===== config.mk =====
export PLATFORM = sky130hd
export DESIGN_NAME = neuron_lif_seq
export DESIGN_NICKNAME = d
export VERILOG_FILES = /design/src/rtl/neuron_pkg.sv /design/src/rtl/neuron_weight_mux.sv /design/src/rtl/neuron_lif_seq.sv
export SDC_FILE = /design/constraint.sdc
export NUM_CORES = 1
export LEC_CHECK = 0
export BUFFER_PORTS_ARGS = -buffer_cell sky130_fd_sc_hd__buf_2
export CORE_AREA = 2 2 83 85
export CTS_CLUSTER_SIZE = 16
export DETAILED_ROUTE_END_ITERATION = 12
export DIE_AREA = 0 0 85 87
export PLACE_DENSITY = 0.58
export SETUP_SLACK_MARGIN = 0.4
export SYNTH_ARGS = -nofsm -noshare
export SYNTH_HDL_FRONTEND = slang
export SYNTH_SLANG_ARGS = --single-unit

===== constraint.sdc =====
create_clock -name clk_i -period 7.6 [get_ports clk_i]
set_input_delay 1.9 -clock clk_i [delete_from_list [all_inputs] [get_ports clk_i]]
set_output_delay 1.9 -clock clk_i [all_outputs]
set_load 0.1 [all_outputs]

===== src/rtl/neuron_pkg.sv =====
// Shared types and helpers for the leaky integrate-and-fire neuron.
package neuron_pkg;

    localparam int DEFAULT_WIDTH    = 8;
    localparam int DEFAULT_REFRAC_W = 4;

    typedef enum logic {
        IDLE   = 1'b0,
        REFRAC = 1'b1
    } state_t;

    // Operands are zero-extended w-bit values (w < 32); add clamps at 2^w-1, sub floors at 0.
    function automatic logic [31:0] sat_add_sub(input logic [31:0] a,
                                                input logic [31:0] b,
                                                input logic        sub,
                                                input int unsigned w);
        logic [32:0] full;
        logic [32:0] max_v;
        max_v = (33'd1 << w) - 33'd1;
        if (sub) begin
            if (b > a) return 32'd0;
            return a - b;
        end
        full = {1'b0, a} + {1'b0, b};
        if (full > max_v) return max_v[31:0];
        return full[31:0];
    endfunction

endpackage


===== src/rtl/neuron_weight_mux.sv =====
// NUM_WEIGHTS-to-1 weight selector; an index past the table yields zero.
module neuron_weight_mux
    import neuron_pkg::*;
#(
    parameter int WIDTH       = DEFAULT_WIDTH,
    parameter int NUM_WEIGHTS = 4,
    parameter int SEL_W       = $clog2(NUM_WEIGHTS)
) (
    input  logic [NUM_WEIGHTS*WIDTH-1:0] weights_i,
    input  logic [SEL_W-1:0]             sel_i,
    output logic [WIDTH-1:0]             weight_o
);

    always_comb begin
        weight_o = '0;
        for (int k = 0; k < NUM_WEIGHTS; k++) begin
            if (int'(sel_i) == k) weight_o = weights_i[k*WIDTH +: WIDTH];
        end
    end

endmodule


===== src/rtl/neuron_lif_seq.sv =====
// Clocked leaky integrate-and-fire neuron with valid/ready event input and refractory period.
// Define NEURON_LIF_AUTOLEAK_EN to apply the leak on every idle cycle without an event.
module neuron_lif_seq
    import neuron_pkg::*;
#(
    parameter int WIDTH       = DEFAULT_WIDTH,
    parameter int NUM_WEIGHTS = 4,
    parameter int SEL_W       = $clog2(NUM_WEIGHTS),
    parameter int REFRAC_W    = DEFAULT_REFRAC_W
) (
    input  logic                         clk_i,
    input  logic                         rst_ni,
    input  logic                         enable_i,
    input  logic                         in_valid_i,
    output logic                         in_ready_o,
    input  logic [SEL_W-1:0]             weight_select_i,
    input  logic [NUM_WEIGHTS*WIDTH-1:0] weights_i,
    input  logic [WIDTH-1:0]             leak_value_i,
    input  logic [WIDTH-1:0]             pos_threshold_i,
    input  logic [WIDTH-1:0]             neg_threshold_i,
    input  logic [WIDTH-1:0]             pos_reset_i,
    input  logic [WIDTH-1:0]             neg_reset_i,
    input  logic [REFRAC_W-1:0]          refrac_cycles_i,
    output logic [WIDTH-1:0]             potential_o,
    output logic                         spike_o,
    output logic                         out_valid_o
);

    function automatic logic [WIDTH-1:0] sat_add(input logic [WIDTH-1:0] a,
                                                 input logic [WIDTH-1:0] b);
        return WIDTH'(sat_add_sub(32'(a), 32'(b), 1'b0, WIDTH));
    endfunction

    function automatic logic [WIDTH-1:0] sat_sub(input logic [WIDTH-1:0] a,
                                                 input logic [WIDTH-1:0] b);
        return WIDTH'(sat_add_sub(32'(a), 32'(b), 1'b1, WIDTH));
    endfunction

    state_t              state_p1;
    logic [REFRAC_W-1:0] cnt_p1;
    logic [WIDTH-1:0]    potential_p1;
    logic                spike_p1;
    logic                vld_p1;

    logic [WIDTH-1:0]    w_p0;
    logic [WIDTH-1:0]    s_p0;
    logic [WIDTH-1:0]    t_p0;
    logic                fire_p0;
    logic                clamp_p0;
    logic                accept_p0;

    neuron_weight_mux #(
        .WIDTH      (WIDTH),
        .NUM_WEIGHTS(NUM_WEIGHTS),
        .SEL_W      (SEL_W)
    ) u_weight_mux (
        .weights_i(weights_i),
        .sel_i    (weight_select_i),
        .weight_o (w_p0)
    );

    // Stage p0: combinational update from the registered potential
    assign in_ready_o = rst_ni && enable_i && (state_p1 == IDLE);
    assign accept_p0  = in_valid_i && in_ready_o;
    assign s_p0       = sat_add(potential_p1, w_p0);
    assign t_p0       = sat_sub(s_p0, leak_value_i);
    assign fire_p0    = (t_p0 >= pos_threshold_i);
    assign clamp_p0   = (t_p0 <= neg_threshold_i);

    // Stage p1: registered neuron state and result pulses
    always_ff @(posedge clk_i or negedge rst_ni) begin
        if (!rst_ni) begin
            state_p1     <= IDLE;
            cnt_p1       <= '0;
            potential_p1 <= '0;
            spike_p1     <= 1'b0;
            vld_p1       <= 1'b0;
        end else if (!enable_i) begin
            state_p1     <= IDLE;
            cnt_p1       <= '0;
            potential_p1 <= '0;
            spike_p1     <= 1'b0;
            vld_p1       <= 1'b0;
        end else begin
            spike_p1 <= 1'b0;
            vld_p1   <= 1'b0;
            case (state_p1)
                IDLE: begin
                    if (accept_p0) begin
                        vld_p1 <= 1'b1;
                        // Positive threshold is tested first so it wins on overlap
                        if (fire_p0) begin
                            potential_p1 <= pos_reset_i;
                            spike_p1     <= 1'b1;
                            if (refrac_cycles_i != '0) begin
                                state_p1 <= REFRAC;
                                cnt_p1   <= refrac_cycles_i;
                            end
                        end else if (clamp_p0) begin
                            potential_p1 <= neg_reset_i;
                        end else begin
                            potential_p1 <= t_p0;
                        end
                    end
`ifdef NEURON_LIF_AUTOLEAK_EN
                    else begin
                        potential_p1 <= sat_sub(potential_p1, leak_value_i);
                    end
`endif
                end
                REFRAC: begin
                    if (cnt_p1 == REFRAC_W'(1)) begin
                        state_p1 <= IDLE;
                        cnt_p1   <= '0;
                    end else begin
                        cnt_p1 <= cnt_p1 - 1'b1;
                    end
                end
                default: state_p1 <= IDLE;
            endcase
        end
    end

    assign potential_o = potential_p1;
    assign spike_o     = spike_p1;
    assign out_valid_o = vld_p1;

endmodule


## After elaboration in Yosys (flattened, before gate mapping)

Cells that the tools add are included.
W data, S select, Z words.

| operators by class | value |
|---|---|
| add/sub/neg operators | 3 |
| $lt $le $gt $ge | 4 |
| eq/ne operators | 9 |
| mux-type cells | 34 |
| bitwise gates (word level) | 1 |
| reductions and logical operators | 7 |

Operators with widths:

| cell | number |
|---|---|
| $mux W8 | 13 |
| $mux W4 | 5 |
| $mux W1 | 14 |
| $add A8 B8 Y9 | 1 |
| $gt A9 B8 Y1 const B | 1 |
| $ge A8 B8 Y1 | 1 |
| $gt A8 B8 Y1 | 1 |
| $le A8 B8 Y1 | 1 |
| $pmux W4 S2 | 1 |
| $sub A8 B8 Y8 | 1 |
| $ne A3 B3 Y1 const B | 2 |
| $eq A2 B2 Y1 const B | 2 |
| $eq A4 B1 Y1 const B | 1 |
| $reduce_bool A4 Y1 | 1 |
| $sub A4 B1 Y4 const B | 1 |
| $logic_and A1 B1 Y1 | 3 |
| $ne A3 B2 Y1 const B | 1 |
| $reduce_and A3 Y1 | 1 |
| $eq A2 B1 Y1 const B | 1 |
| $logic_not A2 Y1 | 1 |
| $ne A2 B1 Y1 const B | 1 |
| $ne A2 B2 Y1 const B | 1 |
| $pmux W1 S2 | 1 |
| $reduce_and A2 Y1 | 1 |
| $not A1 Y1 | 1 |

| word-level totals | value |
|---|---|
| register bits | 15 |
| input bits | 82 |
| output and inout bits | 11 |
| logic and storage cells | 63 |

## Logic depth before layout (Yosys ltp)

| logic depth | value |
|---|---|
| depth in word-level cells | 18 |
| mapped depth | 25 |
| gate-level depth less buffers | 23 |

## Cells and area by module

A second synthesis with hierarchy kept.

| second synthesis, totals | value |
|---|---|
| cell total of the unflattened synthesis | 267 |
| area, all modules | 2205.9 um2 |

By module, submodules not included:

| module | times used | cells an instance | area each (um2) | seq. area each (um2) |
|---|---|---|---|---|
| neuron_lif_seq | 1 | 257 | 2009.4 | 375.4 |
| neuron_weight_mux | 1 | 10 | 196.4 | 0.0 |

## Least setup slack after synthesis

Ideal clock, no wire load.

| path | value |
|---|---|
| path kind | input to register |
| from | input port weight_select_i[0] |
| to | register potential_p1[0], in the netlist potential_o[0] |
| arrival | 7.606 ns |
| data required time | 7.474 ns |
| path slack | -0.133 ns |
| cell stages on the path | 23 |
| path through | clkbuf_1 -> mux4_2 -> ha_1 -> fa_1 -> and2_1 -> a221o_1 -> a21o_1 -> a21o_1 -> a31oi_2 -> o21ai_0 -> ha_1 -> or2_1 -> a311o_1 -> o21ai_2 -> nor3_1 -> ha_1 -> or3_1 -> a21oi_1 -> a211oi_1 -> or2_0 -> buf_6 -> a32o_1 -> a221o_1 |

| on the way | value |
|---|---|
| cells in the longest elaborated chain, start to end | 18 |
| elaborated cells on any way between the ends | 23 |
| classes of those cells | add/sub (2); order compare (4); eq/ne (3); mux (13); reduce/logical (1) |

RTL lines:

| item | line | RTL |
|---|---|---|
| start: declaration | neuron_lif_seq.sv:16 | `input logic [SEL_W-1:0] weight_select_i,` |
| $logic_not A2 Y1 | neuron_weight_mux.sv:17 | `if (int'(sel_i) == k) weight_o = weights_i[k*WIDTH +: WIDTH];` |
| $mux W8 (3 in series) | neuron_weight_mux.sv:17 |  |
| $mux W8 (*) | neuron_weight_mux.sv:17 |  |
| $add A8 B8 Y9 (*) | neuron_pkg.sv:24 | `full = {1'b0, a} + {1'b0, b};` |
| $gt A9 B8 Y1 | neuron_pkg.sv:25 | `if (full > max_v) return max_v[31:0];` |
| $mux W1 | neuron_pkg.sv:25 |  |
| $mux W8 (*) | neuron_pkg.sv:26 | `return full[31:0];` |
| $gt A8 B8 Y1 | neuron_pkg.sv:21 | `if (b > a) return 32'd0;` |
| $mux W1 | neuron_pkg.sv:21 |  |
| $mux W8 (*) | neuron_pkg.sv:22 | `return a - b;` |
| $le A8 B8 Y1 | neuron_lif_seq.sv:68 | `assign clamp_p0 = (t_p0 <= neg_threshold_i);` |
| $mux W8 | neuron_lif_seq.sv:99 | `end else if (clamp_p0) begin` |
| $mux W8 (*) | neuron_lif_seq.sv:92 | `if (fire_p0) begin` |
| $mux W8 (*) | neuron_lif_seq.sv:89 | `if (accept_p0) begin` |
| $mux W8 (*) | neuron_lif_seq.sv:87 | `case (state_p1)` |
| $mux W8 (*) | neuron_lif_seq.sv:78 | `end else if (!enable_i) begin` |
| end signal: assignment | neuron_lif_seq.sv:93 | `potential_p1 <= pos_reset_i;` |
| end signal: assignment | neuron_lif_seq.sv:100 | `potential_p1 <= neg_reset_i;` |
| end signal: assignment | neuron_lif_seq.sv:102 | `potential_p1 <= t_p0;` |
| end: declaration | neuron_lif_seq.sv:41 | `logic [WIDTH-1:0] potential_p1;` |

Every way passes the cells marked *; elsewhere a longest branch is shown, timed or not. The select of a mux whose other input is x is not followed.
A chain may end at the register's enable or synchronous reset.

## Worst setup path in the final report

Ends and elaborated chain as after synthesis.

==> impl_metrics.yaml <==
sta:
  fin_crit_sh: 0.9327
  timing.clock.skew_ns: 0.002339
  grt_setup_unrepaired: "yes"
  setup_total_negative_slack_ns: 0
  finalHoldViolations: 0
  layout_min_cycle_time_ns: 7.088
  setup-violations-final: 0
  final-max-slew-violation-count: 0
  max-slew-margin-rel: 0.6506
  fmax_mhz: 141.1
  tightest_slew_ns: 0.5231
clock_network:
  tritoncts: "done"
  numClockSinks: 15
  clock_insertion_delay_worst_skew_ns: 0.25
  clock_transition_at_path_regs_ns: 0.06
  cts_max_level: 1
  cts.root.buffer_cell: "sky130_fd_sc_hd__clkbuf_8"
  cts_made_buffers: 3
  clk_path_buf_depth: 2
grt:
  antenna_found_initial: 0
  grt_max_degree: 19
  grt_pass1_vias: 2139
  grt_pass1_wl_mm: 9.853
  globalRouteOverflowTotal: 0
  grt_util_all_layers: 0.1639
logic_synthesis:
  avgSynthCellArea_sq_um: 8.708
  synth_compound_area_frac: 0.2167
  ys_async_sr_fraction: 1.000
  synth.yosys.seq_area_share: 0.1752
  synth_area_in_xor_xnor: 0.01636
  dominant_combinational_cell_family_by_area_after_synthesis: "adder cells"
  ys_dominant_reg_cell: "sky130_fd_sc_hd__dfrtp_1"
  yosysUniqueCellTypes: 51
  post_synth_and_or_nand_nor_area_fraction: 0.1928
  syn-instance-count: 246
  ys_warn_count: 0
  synth_edf_count: 0
  post_synth_net_total: 365
  post_synth_fa_ha_maj_area_fraction: 0.2231
  postSynthRegisterBits: 15
  synth.cell_area_sq_um: 2142
  muxShareOfSynthArea: 0.1121
setup_path:
  path_cells: "buf_8, mux4_2, ha_4, fa_2, and2_4, a221o_1, a21o_1, a21o_1, buf_4, xnor2_2, nand2_4, ha_4, and2_4, or4_4, o21ai_4, nor3_4, ha_1, or3_1, a21oi_2, a211oi_2, or2_4, a32o_2, a221o_1"
  endpoint_kind: "flop"
  critPathRequiredTime_ns: 7.73
  path_class: "input pin to flop"
  max_stage_delay_ns: 0.57
  crit_path_max_fanout: 7
  worstPathArrival_ns: 7.22
  cp_slowest_cell: "sky130_fd_sc_hd__or4_4"
  startpoint_type: "input pin"
cells_and_area:
  nets_finish: 482
  footprint_of_the_multi_input_gates_sq_um: 1856
  regArea_sq_um: 375.4
  layout.core_utilization: 0.4802
  layout.cells.non_filler: 442
  antennaDiodeCount: 0
  area_growth_syn_to_layout_pct: 47.25
  number_of_filler_cells_placed_in_the_layout: 651
  drive_above_1_share: 0.4613
floorplanning:
  io-pin-count: 93
  initial_core_util: 0.3261
  placement_rows: 30
  core_area_sq_um: 6569
  chipHeight_um: 87
  die-width_um: 85
  floorplan.die_area_sq_um: 7395
detailed_routing:
  viasPerCell: 5.249
  drc_errors: 0
  drt_iter0_markers: 95
  drt_pass_1_iters: 4
  drtAntennaViolNets: 0
  avgRoutedWirePerCell_um: 14.80
  vias: 2320
  routed_wl_mm: 6.542
placed_design:
  detailedPlacementHpwl_mm: 5.435
  gp_routability_congestion: 0.8519
  dp.cells: 422
  buffer_ports.inserted: 92
run_status:
  run_status: "completed"
worst_hold_path:
  timing.hold.worst.class: "flop to flop"
run:
  cap_viol_max_count: 0
metrics by stage:
stage	setup slack (ns)	hold slack [ns]	area [sq um]
global route	0.3304	0.6103	3154
finish	0.5118	0.5717	3154
CTS	0.4075	0.5787	2869
detailed placement	0.03204	0.5652	2766
global placement	0.1811	0.5475	2766
floorplan	0.4099	0.5211	2176
path summary, 6_finish.rpt:
kind | from | cells after the start | to | slack [ns]
max | weight_select_i[0] | 23 | potential_o[0]$_DFFE_PN0P_ | 0.51
min | potential_o[4]$_DFFE_PN0P_ | 2 | potential_o[4]$_DFFE_PN0P_ | 0.57
max reg2reg | potential_o[0]$_DFFE_PN0P_ | 21 | potential_o[0]$_DFFE_PN0P_ | 2.34
min reg2reg | potential_o[4]$_DFFE_PN0P_ | 2 | potential_o[4]$_DFFE_PN0P_ | 0.57
max in group asynchronous | rst_ni | 1 | cnt_p1[0]$_DFFE_PN0P_ | 5.76
min in group asynchronous | rst_ni | 1 | cnt_p1[3]$_DFFE_PN0P_ | 1.56
Yosys cell counts, types with 5 or more instances:
master / count / area (sq um)
sky130_fd_sc_hd__dfrtp_1: 15 / 375.4
sky130_fd_sc_hd__inv_1: 28 / 105.1
sky130_fd_sc_hd__nor2b_1: 8 / 50.05
sky130_fd_sc_hd__mux2i_1: 6 / 60.06
sky130_fd_sc_hd__mux4_2: 8 / 180.2
sky130_fd_sc_hd__nor3_1: 8 / 40.04
sky130_fd_sc_hd__nand3_1: 12 / 60.06
sky130_fd_sc_hd__nor2_1: 15 / 56.30
sky130_fd_sc_hd__o21a_1: 5 / 37.54
sky130_fd_sc_hd__a21oi_1: 9 / 45.04
sky130_fd_sc_hd__ha_1: 35 / 437.9
sky130_fd_sc_hd__nand2_1: 14 / 52.55
sky130_fd_sc_hd__o21ai_0: 8 / 40.04
flip-flops by register name (all words and copies together), names as in the netlist:
name,count
state_p1,1
out_valid_o,1
potential_o,8
spike_o,1
cnt_p1,4
cell usage in the layout (no fill, tap or decap), types with 5 or more instances in the layout:
cell type                 count
sky130_fd_sc_hd__nor2_1      12
sky130_fd_sc_hd__nand2_1     13
sky130_fd_sc_hd__dfrtp_1     15
sky130_fd_sc_hd__inv_1       28
sky130_fd_sc_hd__ha_4         5
sky130_fd_sc_hd__mux4_2       8
sky130_fd_sc_hd__buf_2       91
sky130_fd_sc_hd__mux2i_1      6
sky130_fd_sc_hd__nor3_1       5
sky130_fd_sc_hd__o21ai_0      6
sky130_fd_sc_hd__nor2b_1      6
sky130_fd_sc_hd__nand3_1     11
sky130_fd_sc_hd__a21oi_1      6
sky130_fd_sc_hd__ha_1        28
sky130_fd_sc_hd__o21a_1       5
sky130_fd_sc_hd__buf_4       22
repair_timing:
action	in CTS	in global routing
pin swaps	3	33
setup buffers	3	13
setup endpoints to repair	6	13
hold endpoints to repair	0	0
gates resized for setup	11	38
hold buffers	0	0
worst max-delay path: cells and delay by family:
family	cells	cell delay, ns
mux	1	0.52
simple gates	7	1.69
compound gates	8	1.72
xor+xnor	1	0.18
fa+ha+maj	4	0.98
buf+inv	2	0.23
area by class of cell:
class / count / area share
clock buffers: 4 / 0.01428
flip-flops and latches: 15 / 0.1190
repair buffers: 117 / 0.2122
well taps: 80 / 0.03173
multi-input cells: 197 / 0.5883
inverters: 29 / 0.03451
metal layers:
| metal | vias to the layer above | track usage | routed length, um |
|---|---|---|---|
| met3 | 5 | 0.01327 | 313 |
| met4 | 0 | 0.03030 | 29 |
| met1 | 1096 | 0.2149 | 2947 |
| met2 | 58 | 0.2969 | 3251 |
| met5 | - | 0 | 0 |
| li1 | 1161 | - | - |
logic make-up (layout without fill, tap and decap cells):
| logic type | after synthesis | count (layout) |
|---|---|---|
| flip-flops | 15 | 15 |
| adder cells (fa/ha/maj) | 37 | 37 |
| buffers and inverters | 34 | 150 |
| multiplexers | 14 | 14 |
| AO/OA/AOI/OAI | 61 | 61 |
| XOR/XNOR | 4 | 4 |
| AND/OR/NAND/NOR | 81 | 81 |
Power is not shown: default switching activity piles up to over one toggle a cycle in this logic, so the estimate is an artifact.
